==> src/rtl/video_raster_gen_pkg.sv <==
package video_raster_gen_pkg;

  localparam int unsigned PRF_HC_W = 9;
  localparam int unsigned PRF_VC_W = 9;

  typedef enum logic [1:0] {
    MACHINE_S48      = 2'd0,
    MACHINE_S128     = 2'd1,
    MACHINE_S3       = 2'd2,
    MACHINE_PENTAGON = 2'd3
  } machine_t;

  typedef struct packed {
    logic [PRF_HC_W-1:0] h_total;
    logic [PRF_HC_W-1:0] hs_start;
    logic [PRF_HC_W-1:0] hs_end;
    logic [PRF_HC_W-1:0] hb_start;
    logic [PRF_HC_W-1:0] hb_end;
    logic [PRF_VC_W-1:0] v_total;
    logic [PRF_VC_W-1:0] vs_start;
    logic [PRF_VC_W-1:0] vs_end;
    logic [PRF_VC_W-1:0] int_vc;
    logic [PRF_HC_W-1:0] int_hc;
    logic [PRF_HC_W-1:0] int_len;
  } profile_t;

  function automatic profile_t profile_of(input machine_t m);
    profile_t p;
    case (m)
      MACHINE_S48:
        p = '{h_total: 9'd448, hs_start: 9'd334, hs_end: 9'd367,
              hb_start: 9'd322, hb_end: 9'd407, v_total: 9'd312,
              vs_start: 9'd248, vs_end: 9'd256, int_vc: 9'd248,
              int_hc: 9'd0, int_len: 9'd64};
      MACHINE_S128, MACHINE_S3:
        p = '{h_total: 9'd456, hs_start: 9'd338, hs_end: 9'd371,
              hb_start: 9'd322, hb_end: 9'd415, v_total: 9'd311,
              vs_start: 9'd247, vs_end: 9'd255, int_vc: 9'd247,
              int_hc: 9'd0, int_len: 9'd64};
      default:
        p = '{h_total: 9'd448, hs_start: 9'd334, hs_end: 9'd367,
              hb_start: 9'd322, hb_end: 9'd407, v_total: 9'd320,
              vs_start: 9'd248, vs_end: 9'd256, int_vc: 9'd248,
              int_hc: 9'd0, int_len: 9'd72};
    endcase
    return p;
  endfunction

endpackage

==> src/rtl/video_raster_gen_raster_counter.sv <==
module video_raster_gen_raster_counter #(
  parameter int unsigned SUB_W = 2,
  parameter int unsigned HC_W  = 9,
  parameter int unsigned VC_W  = 9
) (
  input  logic                   clk28,
  input  logic                   rst_n,
  input  logic [HC_W-1:0]        h_total,
  input  logic [VC_W-1:0]        v_total,
  output logic [HC_W+SUB_W-1:0]  hc0,
  output logic [VC_W-1:0]        vc,
  output logic [VC_W-1:0]        vc_next,
  output logic                   h_wrap,
  output logic                   frame_wrap
);

  localparam int unsigned H0_W = HC_W + SUB_W;

  logic [H0_W-1:0] h_last;
  logic [VC_W-1:0] v_last;

  assign h_last     = {h_total, {SUB_W{1'b0}}} - H0_W'(1);
  assign v_last     = v_total - VC_W'(1);
  assign h_wrap     = (hc0 == h_last);
  assign vc_next    = (vc == v_last) ? '0 : vc + VC_W'(1);
  assign frame_wrap = h_wrap && (vc == v_last);

  always_ff @(posedge clk28 or negedge rst_n) begin
    if (!rst_n) begin
      hc0 <= '0;
      vc  <= '0;
    end else if (h_wrap) begin
      hc0 <= '0;
      vc  <= vc_next;
    end else begin
      hc0 <= hc0 + H0_W'(1);
    end
  end

endmodule

==> src/rtl/video_raster_gen.sv <==
module video_raster_gen
  import video_raster_gen_pkg::*;
#(
  parameter int unsigned SUB_W   = 2,
  parameter int unsigned HC_W    = PRF_HC_W,
  parameter int unsigned VC_W    = PRF_VC_W,
  parameter int unsigned BLINK_W = 5
) (
  input  logic               clk28,
  input  logic               rst_n,
  input  machine_t           machine,
  input  logic               line_int_en,
  input  logic [VC_W-1:0]    line_int_line,
  output logic [HC_W-1:0]    hc,
  output logic [VC_W-1:0]    vc,
  output logic               ck14,
  output logic               ck7,
  output logic               ck35,
  output logic               hsync,
  output logic               vsync,
  output logic               csync,
  output logic               blank,
  output logic               screen_area,
  output logic               even_line,
  output logic [BLINK_W-1:0] blink_cnt,
  output logic               frame_start,
  output logic               int_n,
  output logic               line_int,
  output machine_t           active_machine
);

  logic [HC_W+SUB_W-1:0] hc0;
  logic [VC_W-1:0]       vc_next;
  logic                  h_wrap;
  logic                  frame_wrap;
  profile_t              prof;

  logic                  hsync0;
  logic                  vsync0;
  logic                  hblank0;
  logic                  int0;
  logic [HC_W:0]         int_end;

  assign prof = profile_of(active_machine);

  video_raster_gen_raster_counter #(
    .SUB_W (SUB_W),
    .HC_W  (HC_W),
    .VC_W  (VC_W)
  ) u_counter (
    .clk28      (clk28),
    .rst_n      (rst_n),
    .h_total    (HC_W'(prof.h_total)),
    .v_total    (VC_W'(prof.v_total)),
    .hc0        (hc0),
    .vc         (vc),
    .vc_next    (vc_next),
    .h_wrap     (h_wrap),
    .frame_wrap (frame_wrap)
  );

  assign hc = hc0[HC_W+SUB_W-1:SUB_W];

  assign ck14 = rst_n & hc0[0];
  assign ck7  = rst_n & (&hc0[1:0]);
  assign ck35 = rst_n & (&hc0[2:0]);

  assign screen_area = (vc < VC_W'(192)) && (hc < HC_W'(256));

  assign hsync0  = (hc >= HC_W'(prof.hs_start)) && (hc < HC_W'(prof.hs_end));
  assign hblank0 = (hc >= HC_W'(prof.hb_start)) && (hc < HC_W'(prof.hb_end));
  assign vsync0  = (vc >= VC_W'(prof.vs_start)) && (vc < VC_W'(prof.vs_end));
  assign int_end = {1'b0, HC_W'(prof.int_hc)} + {1'b0, HC_W'(prof.int_len)};
  assign int0    = (vc == VC_W'(prof.int_vc)) && (hc >= HC_W'(prof.int_hc)) &&
                   ({1'b0, hc} < int_end);

  // the registered hsync doubles as the one-cycle-delayed copy used for even_line
  always_ff @(posedge clk28 or negedge rst_n) begin
    if (!rst_n) begin
      hsync     <= 1'b0;
      vsync     <= 1'b0;
      csync     <= 1'b1;
      blank     <= 1'b0;
      int_n     <= 1'b1;
      even_line <= 1'b0;
    end else begin
      hsync <= hsync0;
      vsync <= vsync0;
      csync <= ~(hsync0 ^ vsync0);
      blank <= vsync0 || hblank0;
      int_n <= ~int0;
      if (hsync0 && !hsync) even_line <= ~even_line;
    end
  end

  always_ff @(posedge clk28 or negedge rst_n) begin
    if (!rst_n) begin
      active_machine <= MACHINE_S48;
      blink_cnt      <= '0;
      frame_start    <= 1'b0;
      line_int       <= 1'b0;
    end else begin
      frame_start <= frame_wrap;
      line_int    <= h_wrap && line_int_en && (vc_next == line_int_line);
      if (frame_wrap) begin
        active_machine <= machine;
        blink_cnt      <= blink_cnt + BLINK_W'(1);
      end
    end
  end

endmodule

==> config.mk <==
export PLATFORM = sky130hd
export DESIGN_NAME = video_raster_gen
export DESIGN_NICKNAME = d
export VERILOG_FILES = /design/src/rtl/video_raster_gen_pkg.sv /design/src/rtl/video_raster_gen_raster_counter.sv /design/src/rtl/video_raster_gen.sv
export SDC_FILE = /design/constraint.sdc
export NUM_CORES = 1
export LEC_CHECK = 0
export ABC_AREA = 1
export CAP_MARGIN = 10
export CORE_MARGIN = 2
export CORE_UTILIZATION = 52
export CTS_CLUSTER_DIAMETER = 30
export DETAILED_ROUTE_END_ITERATION = 8
export HOLD_SLACK_MARGIN = 0.12
export PLACE_DENSITY = 0.86
export SYNTH_ARGS = -nofsm -noshare
export SYNTH_HDL_FRONTEND = slang
export SYNTH_SLANG_ARGS = --single-unit
export TNS_END_PERCENT = 1
==> constraint.sdc <==
create_clock -name clk28 -period 2.6 [get_ports clk28]
set_clock_uncertainty 0.1 [all_clocks]
set_input_delay 0.65 -clock clk28 [delete_from_list [all_inputs] [get_ports clk28]]
set_output_delay 0.65 -clock clk28 [all_outputs]
set_load 0.005 [all_outputs]
# After elaboration in Yosys (flattened, before gate mapping)
# Index checks and enable logic that the tools add are counted.
word_totals:
  regBits: 35
  elab_cells: 60
op_classes:
  eq_ne: 6
  n_mux: 3
  n_addsub: 6
  n_reduce_logical: 16
  n_lt_le_gt_ge: 10
  bitwise_logic: 7
op_table:
  columns: ["operator", "count"]
  rows:
  - ["94-bit case mux with 2 select lines", 1]
  - ["9-bit greater-or-equal comparator", 4]
  - ["9-bit == test", 3]
  - ["9-bit less-than comparator", 3]
  - ["11-bit by 1-bit adder with 11-bit output (second input constant)", 1]
  - ["11-bit == test", 1]
  - ["11-bit 2-to-1 mux", 1]
  - ["9-bit by 9-bit adder with 10-bit output", 1]
  - ["1-bit logical AND", 10]
  - ["9-bit by 10-bit less-than comparator with 1-bit output", 1]
  - ["9-bit by 2-bit subtractor with 10-bit output (second input constant)", 1]
  - ["9-bit by 1-bit adder with 9-bit output (second input constant)", 1]
  - ["9-bit by 8-bit less-than comparator with 1-bit output (second input constant)", 1]
  - ["9-bit less-than comparator (second input constant)", 1]
  - ["9-bit 2-to-1 mux", 1]
  - ["9-bit by 1-bit subtractor with 9-bit output (second input constant)", 1]
  - ["5-bit by 1-bit adder with 5-bit output (second input constant)", 1]
  - ["1-bit AND", 3]
  - ["1-bit NOT", 3]
  - ["3-bit AND reduction", 1]
  - ["2-bit by 1-bit == test with 1-bit output (second input constant)", 1]
  - ["2-bit == test (second input constant)", 1]
  - ["2-bit zero test", 1]
  - ["2-bit AND reduction", 1]
  - ["other kinds (4)", 4]

# Longest topological paths before layout
# Gate-level depths: netlist of run 1.
logic_depth:
  depth_word: 8
  mapped_depth: 14

# By module
# A second synthesis of run 1 with hierarchy kept.
unflattened:
  cells_unflattened: 491
  area_unflattened_um2: 3143.0
modules_own_cells:
  columns: ["mod", "n_inst", "seq_area_each_um2", "area_per_inst_um2", "cells_per_inst"]
  rows:
  - ["video_raster_gen_raster_counter", 1, 500.5, 1911.8, 321]
  - ["video_raster_gen", 1, 377.9, 1231.2, 170]

# Worst setup path after synthesis of run 1
# No wires, ideal clock.
synth_timing:
  path_kind: "register to register"
  from: "reg active_machine[0]"
  to: "reg blink_cnt[4]"
  stages_incl_launch_ff: 11
  arrival_ns: 2.149
  setup_ns: 0.123
  path_slack_ns: 0.229
  synth_period_minus_slack_ns: 2.371
  cell_sequence: "dfrtp_1 -> ha_1 -> inv_1 -> ha_1 -> inv_1 -> nand2_1 -> nor2_1 -> nand3_2 -> nor2_4 -> nand4_1 -> xnor2_1"
synth_via:
  elab_chain_len: 6
  elab_cells_between_ends: 10
synth_lines:
  columns: ["item", "line_no", "text"]
  rows:
  - ["from (decl)", "video_raster_gen.sv:29", "output machine_t active_machine"]
  - ["from (signal assigned)", "video_raster_gen.sv:106", "active_machine <= machine;"]
  - ["2-bit by 1-bit == test with 1-bit output / 2-bit == test (equally long branches)", "video_raster_gen_pkg.sv:29", "case (m)"]
  - ["2-bit OR reduction", "video_raster_gen_pkg.sv:29", null]
  - ["94-bit case mux with 2 select lines (*)", "video_raster_gen_pkg.sv:29", null]
  - ["9-bit by 2-bit subtractor with 10-bit output / 9-bit by 1-bit subtractor with 9-bit output (equally long branches)", "video_raster_gen_raster_counter.sv:22, video_raster_gen_raster_counter.sv:23", null]
  - ["11-bit == test / 9-bit == test (equally long branches)", "video_raster_gen_raster_counter.sv:24, video_raster_gen_raster_counter.sv:26", null]
  - ["1-bit logical AND (*)", "video_raster_gen_raster_counter.sv:26", "assign frame_wrap = h_wrap && (vc == v_last);"]
  - ["net frame_wrap", "video_raster_gen.sv:35", "logic frame_wrap;"]
  - ["to (signal assigned)", "video_raster_gen.sv:107", "blink_cnt <= blink_cnt + BLINK_W'(1);"]
  - ["to (decl)", "video_raster_gen.sv:25", "output logic [BLINK_W-1:0] blink_cnt,"]
# The timed path passes the listed nets; every way through them passes the cells marked *.
# A chain may end at the register's enable or synchronous reset.

# Worst setup path after layout of run 1
layout_timing:
  from: "reg active_machine[0]"
  to: "reg line_int"
layout_via:
  elab_chain_len: 8
  elab_cells_between_ends: 13
layout_lines:
  columns: ["item", "line_no", "text"]
  rows:
  - ["2-bit by 1-bit == test with 1-bit output / 2-bit == test (equally long branches)", "video_raster_gen_pkg.sv:29", null]
  - ["2-bit OR reduction", "video_raster_gen_pkg.sv:29", null]
  - ["94-bit case mux with 2 select lines (*)", "video_raster_gen_pkg.sv:29", null]
  - ["9-bit by 1-bit subtractor with 9-bit output", "video_raster_gen_raster_counter.sv:23", "assign v_last = v_total - VC_W'(1);"]
  - ["9-bit == test", "video_raster_gen_raster_counter.sv:25", "assign vc_next = (vc == v_last) ? '0 : vc + VC_W'(1);"]
  - ["9-bit 2-to-1 mux", "video_raster_gen_raster_counter.sv:25", null]
  - ["9-bit == test", "video_raster_gen.sv:104", "line_int <= h_wrap && line_int_en && (vc_next == line_int_line);"]
  - ["1-bit logical AND (*)", "video_raster_gen.sv:104", null]
  - ["to (signal assigned)", "video_raster_gen.sv:104", null]
  - ["to (decl)", "video_raster_gen.sv:28", "output logic line_int,"]
# Mark *: on every way between the ends. The rest lies on a longest branch, timed or not.

==> impl_results.md, run 1 <==
- TritonCTS clock tree: built
- First-pass GRT wire length: 9.798 mm
- Status: finished, final reports clean
- Post-place instance area: approximately 3000 um^2
- Unique masters post-synth: 33
- Seq pwr share: 50.2%
- P_leak: 1.542 nW
- Synth top area share: 33.28%
- DRT Wirelength: between 5 and 6 mm
- Clock Power Share: between 40% and 50%
- Row count: 25
- Via count: 2386
- Worst path required time: 2.73 ns
- Mean Syn Cell Area: 7.519 um^2
- Synth warn: 0
- Layout cells sized above 1: 8.466%
- Clk buf depth: 2
- Worst-case reg-to-reg path depth: 14
- Seq/Total Area, Yosys: roughly 35%
- RR Startpoint: active_machine[0]
- Residual DRC: 0
- Layout area overhead: 25.37%
- Post-DR vias/cell: 5.523
- Worst rel slew slack: 71.18%
- FMAX: 414.5 MHz
- Mapped Nets: 364
- Fin nets: 411
- CTS Buf Count: 5
- Final Cell Area: 3110 um^2
- Placed Cells incl. Taps: 423
- Clk_lat worst skew: 0.29 ns
- Int Pwr: roughly 0.00085 W
- CP startpoint kind: flop
- Die outline area: 5340 um^2
- Max Cap Viol: 0
- PortBufs: 50
- Tcrit/Tclk final: 92.79%
- Core Area: 4661 um^2
- Comb pwr share: 4.2%
- Starting Density: 53.23%
- Clock Pin Slew Worst Setup and Hold Paths: 0.07 ns
- CTS H-tree depth: 2
- Largest net degree at the start of global routing: 20
- Final setup viols: 0
- Final HPWL DP: 4.606 mm
- WHS: 0.2609 ns
- Worst-margin pin slew: 0.4291 ns
- # clock sinks: 35
- P_sw: 0.0002302 W
- Initial antenna violation count: 0
- Total power divided by cell area: 348.7 nW/um^2
- RSZ-0062 raised after global routing: no
- Die X: 73.08 um
- ANT cells: 0
- Hold WC Path Type: in2async
- Post-Route Utilization: between 60 and 70%
- Root buffer cell: clkbuf_8
- FILL cells: 387
- IO Pins: between 50 and 60
- Initial DRC Count: about 110
- Reg area: ~880 um^2
- Cell Count, Final, Fillers Out: 432
- Grt ovf: 0
- Fin. max-slew vios: 0
- Total global-route track usage: 23.48%
- Die H: 73.08 um
- Vias in the first global route: between 2000 and 2500
- Reg2reg end: line_int
- Antenna viol nets, final: 0
- Crit Path Class: reg2reg
- Fin crit period: 2.413 ns
- Synth area leader: dfrtp_1
- Endpoint type of the worst setup path: flop
- Multi-input gate area: 1348 um^2
- Drt first pass iters: 5
- Setup TNS: 0 ns
- RePlAce Congestion: 0.9579
- Reg2Reg Setup Slack: roughly 0.19 ns
- Maximum vdd drop: 0.2579 mV
- Dominant cells by area after synthesis: dfrtp_1 33%, nand2_1 12%, ha_1 10%
- Mapped Cells: 330
- Seq cells post-synth: 35
- Fin. Hold Viols: 0
- Syn Std Cell Area: 2481 um^2
- WL per Instance: around 14 um
- CP Max Fanout: 13
- Critical Path AT: around 2.5 ns
- Sw Share: between 20% and 30%
-- state kept, by name, summed over array words and instances, names as in the netlist, 2 cells and up --
| signal | cells |
|---|---|
| u_counter.hc0 | 11 |
| u_counter.vc | 9 |
| blink_cnt | 5 |
| active_machine | 2 |
-- placed cells by master, fill, tap and decap left out, types with 3 or more instances in the layout --
master and count:
clkdlybuf4s50_1 49, inv_1 40, xor2_1 8, xnor2_1 3, nand4_1 10, nor3_1 12, ha_1 20, a21oi_1 13
nand3b_1 4, nand3_1 29, clkbuf_8 5, nor2_2 4, o21ai_0 16, nor2_1 18, dfrtp_1 33, buf_4 6
or2_2 3, nand2_1 82
-- layer usage --
metal	vias to the layer above	routed length, um	global-route usage (%)
met3	12	350	4.696
met2	89	2943	39.64
li1	1170	-	-
met1	1115	2548	29.29
met4	0	124	9.259
met5	-	0	0
-- kinds of logic after synthesis --
logic type	after synthesis	share of synthesized area [%]
adders and majority gates	20	10.09
DFF	35	35.40
AOI/OAI and AO/OA	33	7.060
and+or+nand+nor	173	32.78
buffers and inverters	58	10.79
xor gates and xnor gates	11	3.883
-- stage by stage --
step | power [W] | setup slack (ns)
2_1_floorplan | 0.0005628 | 0.2287
3_3_place_gp | 0.0005988 | 0.2233
3_5_place_dp | 0.0005996 | 0.1322
4_1_cts | 0.001088 | 0.1142
5_1_grt | 0.001118 | 0.005355
6_report | 0.001085 | 0.1873
-- worst max-delay path, stage by stage, from the launching register on --
cell and delay, ns:
dfrtp_1 0.40, ha_1 0.31, buf_4 0.18, ha_1 0.27, inv_1 0.10, nand2_1 0.07, nor2_2 0.18, nand3_4 0.19
nand3_1 0.12, nand2_1 0.06, clkinv_1 0.04, nand2_1 0.05, nor2_1 0.13, nand3_1 0.08, nor2_1 0.08
-- how the worst max path moves through the flow --
stage,start,endpoint,slack (ns),cells after the start
2_1_floorplan,active_machine[0],blink_cnt[4],0.23,10
3_3_place_gp,active_machine[0],blink_cnt[4],0.22,10
3_5_place_dp,active_machine[0],blink_cnt[3],0.13,10
4_1_cts,active_machine[0],blink_cnt[3],0.11,10
5_1_grt,active_machine[0],line_int,0.005,14
6_report,active_machine[0],line_int,0.19,14
-- final cells by class --
type / count / area share (%)
clock buffer: 5 / 2.212
clock inverter: 3 / 1.408
inverter: 41 / 4.948
multi-input combinational: 237 / 43.32
sequential: 35 / 28.24
tap: 54 / 2.172
timing repair buffer: 57 / 17.70
-- synth_stat cells --
master / number
clkbuf_2: 2
nor3_1: 12
ha_1: 20
nor2_1: 20
buf_6: 1
dfrtp_1: 33
buf_4: 10
buf_2: 2
o31ai_1: 1
clkinv_1: 1
nand4_1: 10
nor2_4: 2
inv_1: 40
nand2_1: 82
clkbuf_1: 2
nor4_1: 2
o21ai_0: 16
a21oi_1: 13
nand3_1: 29
dfstp_2: 2
nand2_2: 2
o21bai_1: 1
xnor2_1: 3
a41oi_1: 1
nor3_2: 1
nor2_2: 2
or2_2: 3
nand3_4: 1
a31oi_1: 1
and3_1: 1
nand3_2: 2
nand3b_1: 4
xor2_1: 8
-- power by group through the flow --
stage | logic (W) | clock network (W) | registers [W]
after floorplan | 0.00000790 | 0 | 0.000555
after global placement | 0.0000442 | 0 | 0.000555
after detailed placement | 0.0000449 | 0 | 0.000555
after CTS | 0.0000462 | 0.000498 | 0.000544
after global routing | 0.0000512 | 0.000523 | 0.000544
final | 0.0000452 | 0.000495 | 0.000544
-- repair_timing --
item                                    4_1_cts  5_1_grt
endpoints found under the hold margin         2        0
endpoints found under the setup margin        0        4
buffers inserted                              0        0
gates resized for setup                       0        3
hold buffers                                  1        0
(Power assumes the default switching activity.)
==> run 2, diff against run 1 <==
--- a/config.mk
+++ b/config.mk
@@ -6,13 +6,14 @@
 export NUM_CORES = 1
 export LEC_CHECK = 0
 export ABC_AREA = 1
+export ABC_CLOCK_PERIOD_IN_PS = 2600
 export CAP_MARGIN = 10
 export CORE_MARGIN = 2
 export CORE_UTILIZATION = 52
 export CTS_CLUSTER_DIAMETER = 30
 export DETAILED_ROUTE_END_ITERATION = 8
 export HOLD_SLACK_MARGIN = 0.12
-export PLACE_DENSITY = 0.86
+export PLACE_DENSITY = 0.8
 export SYNTH_ARGS = -nofsm -noshare
 export SYNTH_HDL_FRONTEND = slang
 export SYNTH_SLANG_ARGS = --single-unit
==> impl_results.md, run 2 (synthesis results as in run 1) <==
- Root buffer cell: clkbuf_8
- Delay-heaviest family, CP: buffers and inverters
- Clock Power Share: 41.8% (-3.9 points)
- Largest registers: u_counter.hc0 (11), u_counter.vc (9), blink_cnt (5)
- Post-DR vias/cell: 5.374 (-2.7%)
- Final HPWL DP: 4.593 mm (-0.28%)
- Antenna viol nets, final: 0 (unchanged)
- Final setup margin: 0.2010 ns (+0.01368 ns)
- Met2 GRT Util: 41.24% (+1.6 points)
- Sequence of cells on the critical path: ha_1 > buf_4 > ha_1 > inv_1 > nand2_1 > nor2_4 > nand3_4 > buf_4 > nor2_4 > buf_4 > xor2_1
- Max Cap Viol: 0 (unchanged)
- CP startpoint kind: flop
- RePlAce Congestion: 1.002 (+4.6%)
- GRT Max-Usage Layer: met2
- Dpl ws: 0.1754 ns (+0.04319 ns)
- Reg2Reg Setup Slack: 0.20 ns (about the same)
- Met1 Use GR: 31.45% (+2.2 points)
- Die X: 73.08 um (unchanged)
- Crit Path Class: reg2reg
- Status: finished, final reports clean
- Row count: 25 (unchanged)
- P_sw: 0.0002538 W (+10%)
- Worst path bufs/invs: 4 (+1)
- Clock Pin Slew Worst Setup and Hold Paths: 0.08 ns (about the same)
- TritonCTS clock tree: built
- Die outline area: 5340 um^2 (unchanged)
- Commonest non-fill, non-tap cell in the layout: nand2_1
- Vias in the first global route: 2263 (+2.2%)
- Fin crit period: 2.399 ns (-0.01368 ns)
- Total global-route track usage: 24.66% (+1.2 points)
- Hold WC Path Type: in2async
- Int Pwr: 0.0007604 W (-11%)
- CTS Buf Count: 5 (unchanged)
- Core Area: 4661 um^2 (unchanged)
- Crit-path most repeated cell: buf_4
- Post-Route Utilization: 66.85% (+0.11 points)
- Initial antenna violation count: 0 (unchanged)
- Comb pwr share: 4.6% (+0.4 points)
- M3 GR Usage: 5.387% (+0.69 points)
- CP Max Fanout: 8 (-5)
- First-pass GRT wire length: 10.22 mm (+4.3%)
- Residual DRC: 0 (unchanged)
- Clk_lat worst skew: 0.30 ns (about the same)
- Largest register FFs: 11 (unchanged)
- Layout area overhead: 25.57%
- Most frequent cells in the layout: 82 x nand2_1, 49 x clkdlybuf4s50_1, 39 x inv_1
- Worst path max stage delay: 0.40 ns (about the same)
- Tcrit/Tclk final: 92.27% (-0.53 points)
- DRT Wirelength: 5.993 mm (+0.44%)
- CP max-delay cell: dfrtp_1
- Post-place instance area: 2990 um^2 (+0.50%)
- PortBufs: 50 (unchanged)
- # clock sinks: 35 (unchanged)
- Critical Path AT: 2.53 ns (about the same)
- Initial DRC Count: 166 (+58%)
- Seq pwr share: 53.6% (+3.4 points)
- Worst-case reg-to-reg path depth: 11 (-3)
- CTS H-tree depth: 2 (unchanged)
- ANT cells: 0 (unchanged)
- RSZ-0062 raised after global routing: no
- Worst-margin pin slew: 0.3720 ns (-0.05706 ns)
- Total power divided by cell area: 325.5 nW/um^2 (-6.6%)
- Via count: 2343 (-1.8%)
- WL per Instance: 13.75 um (-0.49%)
- Worst path required time: 2.73 ns (about the same)
- Grt ovf: 0 (unchanged)
- Largest net degree at the start of global routing: 19 (-5.0%)
- Layout cells sized above 1: 9.162% (+0.70 points)
- Clk buf depth: 2 (unchanged)
- Final setup viols: 0 (unchanged)
- Fin nets: 415 (+0.97%)
- Sw Share: 25.02% (+3.8 points)
- IO Pins: 51 (unchanged)
- Endpoint type of the worst setup path: flop
- Maximum vdd drop: 0.2638 mV (+2.3%)
- Setup TNS: 0 ns (unchanged)
- Reg2reg end: blink_cnt[0]
- Starting Density: 53.23% (unchanged)
- FMAX: 416.8 MHz (+0.57%)
- Fin. Hold Viols: 0 (unchanged)
- Fin. max-slew vios: 0 (unchanged)
- P_leak: 1.541 nW (about the same)
- Most flops, register: u_counter.hc0
- Die H: 73.08 um (unchanged)
- Final Cell Area: 3115 um^2 (+0.16%)
- RR Startpoint: active_machine[0]
- Drt first pass iters: 4 (-1)
- Worst rel slew slack: 75.01% (+3.8 points)
run 2: power by group through the flow:
stage           logic [W]  clock network (W)  registers [W]
5_1_grt         0.0000522           0.000450       0.000544
2_1_floorplan  0.00000790                  0       0.000555
3_5_place_dp    0.0000461                  0       0.000555
3_3_place_gp    0.0000450                  0       0.000555
6_report        0.0000464           0.000424       0.000544
4_1_cts         0.0000477           0.000432       0.000544
run 2: worst register-to-register path, delay by kind of cell (launching register included):
family | cells | cell delay [ns]
XOR/XNOR | 1 | 0.14
flip-flops | 1 | 0.40
adder cells (fa/ha/maj) | 2 | 0.59
AND/OR/NAND/NOR | 4 | 0.51
buffers and inverters | 4 | 0.60
run 2: layout make-up:
class | count | area, um^2
multi-input combinational | 238 | 1350
clock inverter | 3 | 23.77
tap | 54 | 67.56
sequential | 35 | 878.3
clock buffer | 5 | 68.82
inverter | 41 | 153.9
fill | 398 | 1545
timing repair buffer | 60 | 573.1
run 2: worst max path at each step:
stage | from | end | slack (ns) | cells after the start
2_1_floorplan | active_machine[0] | blink_cnt[4] | 0.23 | 10
3_3_place_gp | active_machine[0] | line_int | 0.21 | 14
6_report | active_machine[0] | blink_cnt[0] | 0.20 | 11
5_1_grt | active_machine[0] | line_int | 0.01 | 14
3_5_place_dp | active_machine[0] | line_int | 0.18 | 14
4_1_cts | active_machine[0] | line_int | 0.15 | 14
run 2: stage by stage:
| step | instances | power (W) | hold slack (ns) |
|---|---|---|---|
| 2_1_floorplan | 330 | 0.0005628 | 0.2544 |
| 3_3_place_gp | 425 | 0.0005997 | 0.3552 |
| 3_5_place_dp | 425 | 0.0006008 | 0.3578 |
| 4_1_cts | 434 | 0.001023 | 0.3023 |
| 5_1_grt | 436 | 0.001046 | 0.3162 |
| 6_report | 436 | 0.001014 | 0.2939 |
run 2: timing repair:
item	4_1_cts	5_1_grt
endpoints found under the hold margin	1	0
hold buffers	1	0
setup endpoints to repair	0	1
buffers inserted	0	1
gates resized for setup	0	2
run 2: routing by layer:
layer	part of all wire, %	routed length [um]
met5	0	0
met4	1.6	98
met3	6.7	399
met2	49	2933
met1	43	2562
==> run 3, diff against run 2 <==
--- a/config.mk
+++ b/config.mk
@@ -14,6 +14,7 @@
 export DETAILED_ROUTE_END_ITERATION = 8
 export HOLD_SLACK_MARGIN = 0.12
 export PLACE_DENSITY = 0.8
+export SKIP_LAST_GASP = 1
 export SYNTH_ARGS = -nofsm -noshare
 export SYNTH_HDL_FRONTEND = slang
 export SYNTH_SLANG_ARGS = --single-unit
==> results of run 3 <==
The final DEF is identical to that of run 2; final timing and power are the same.
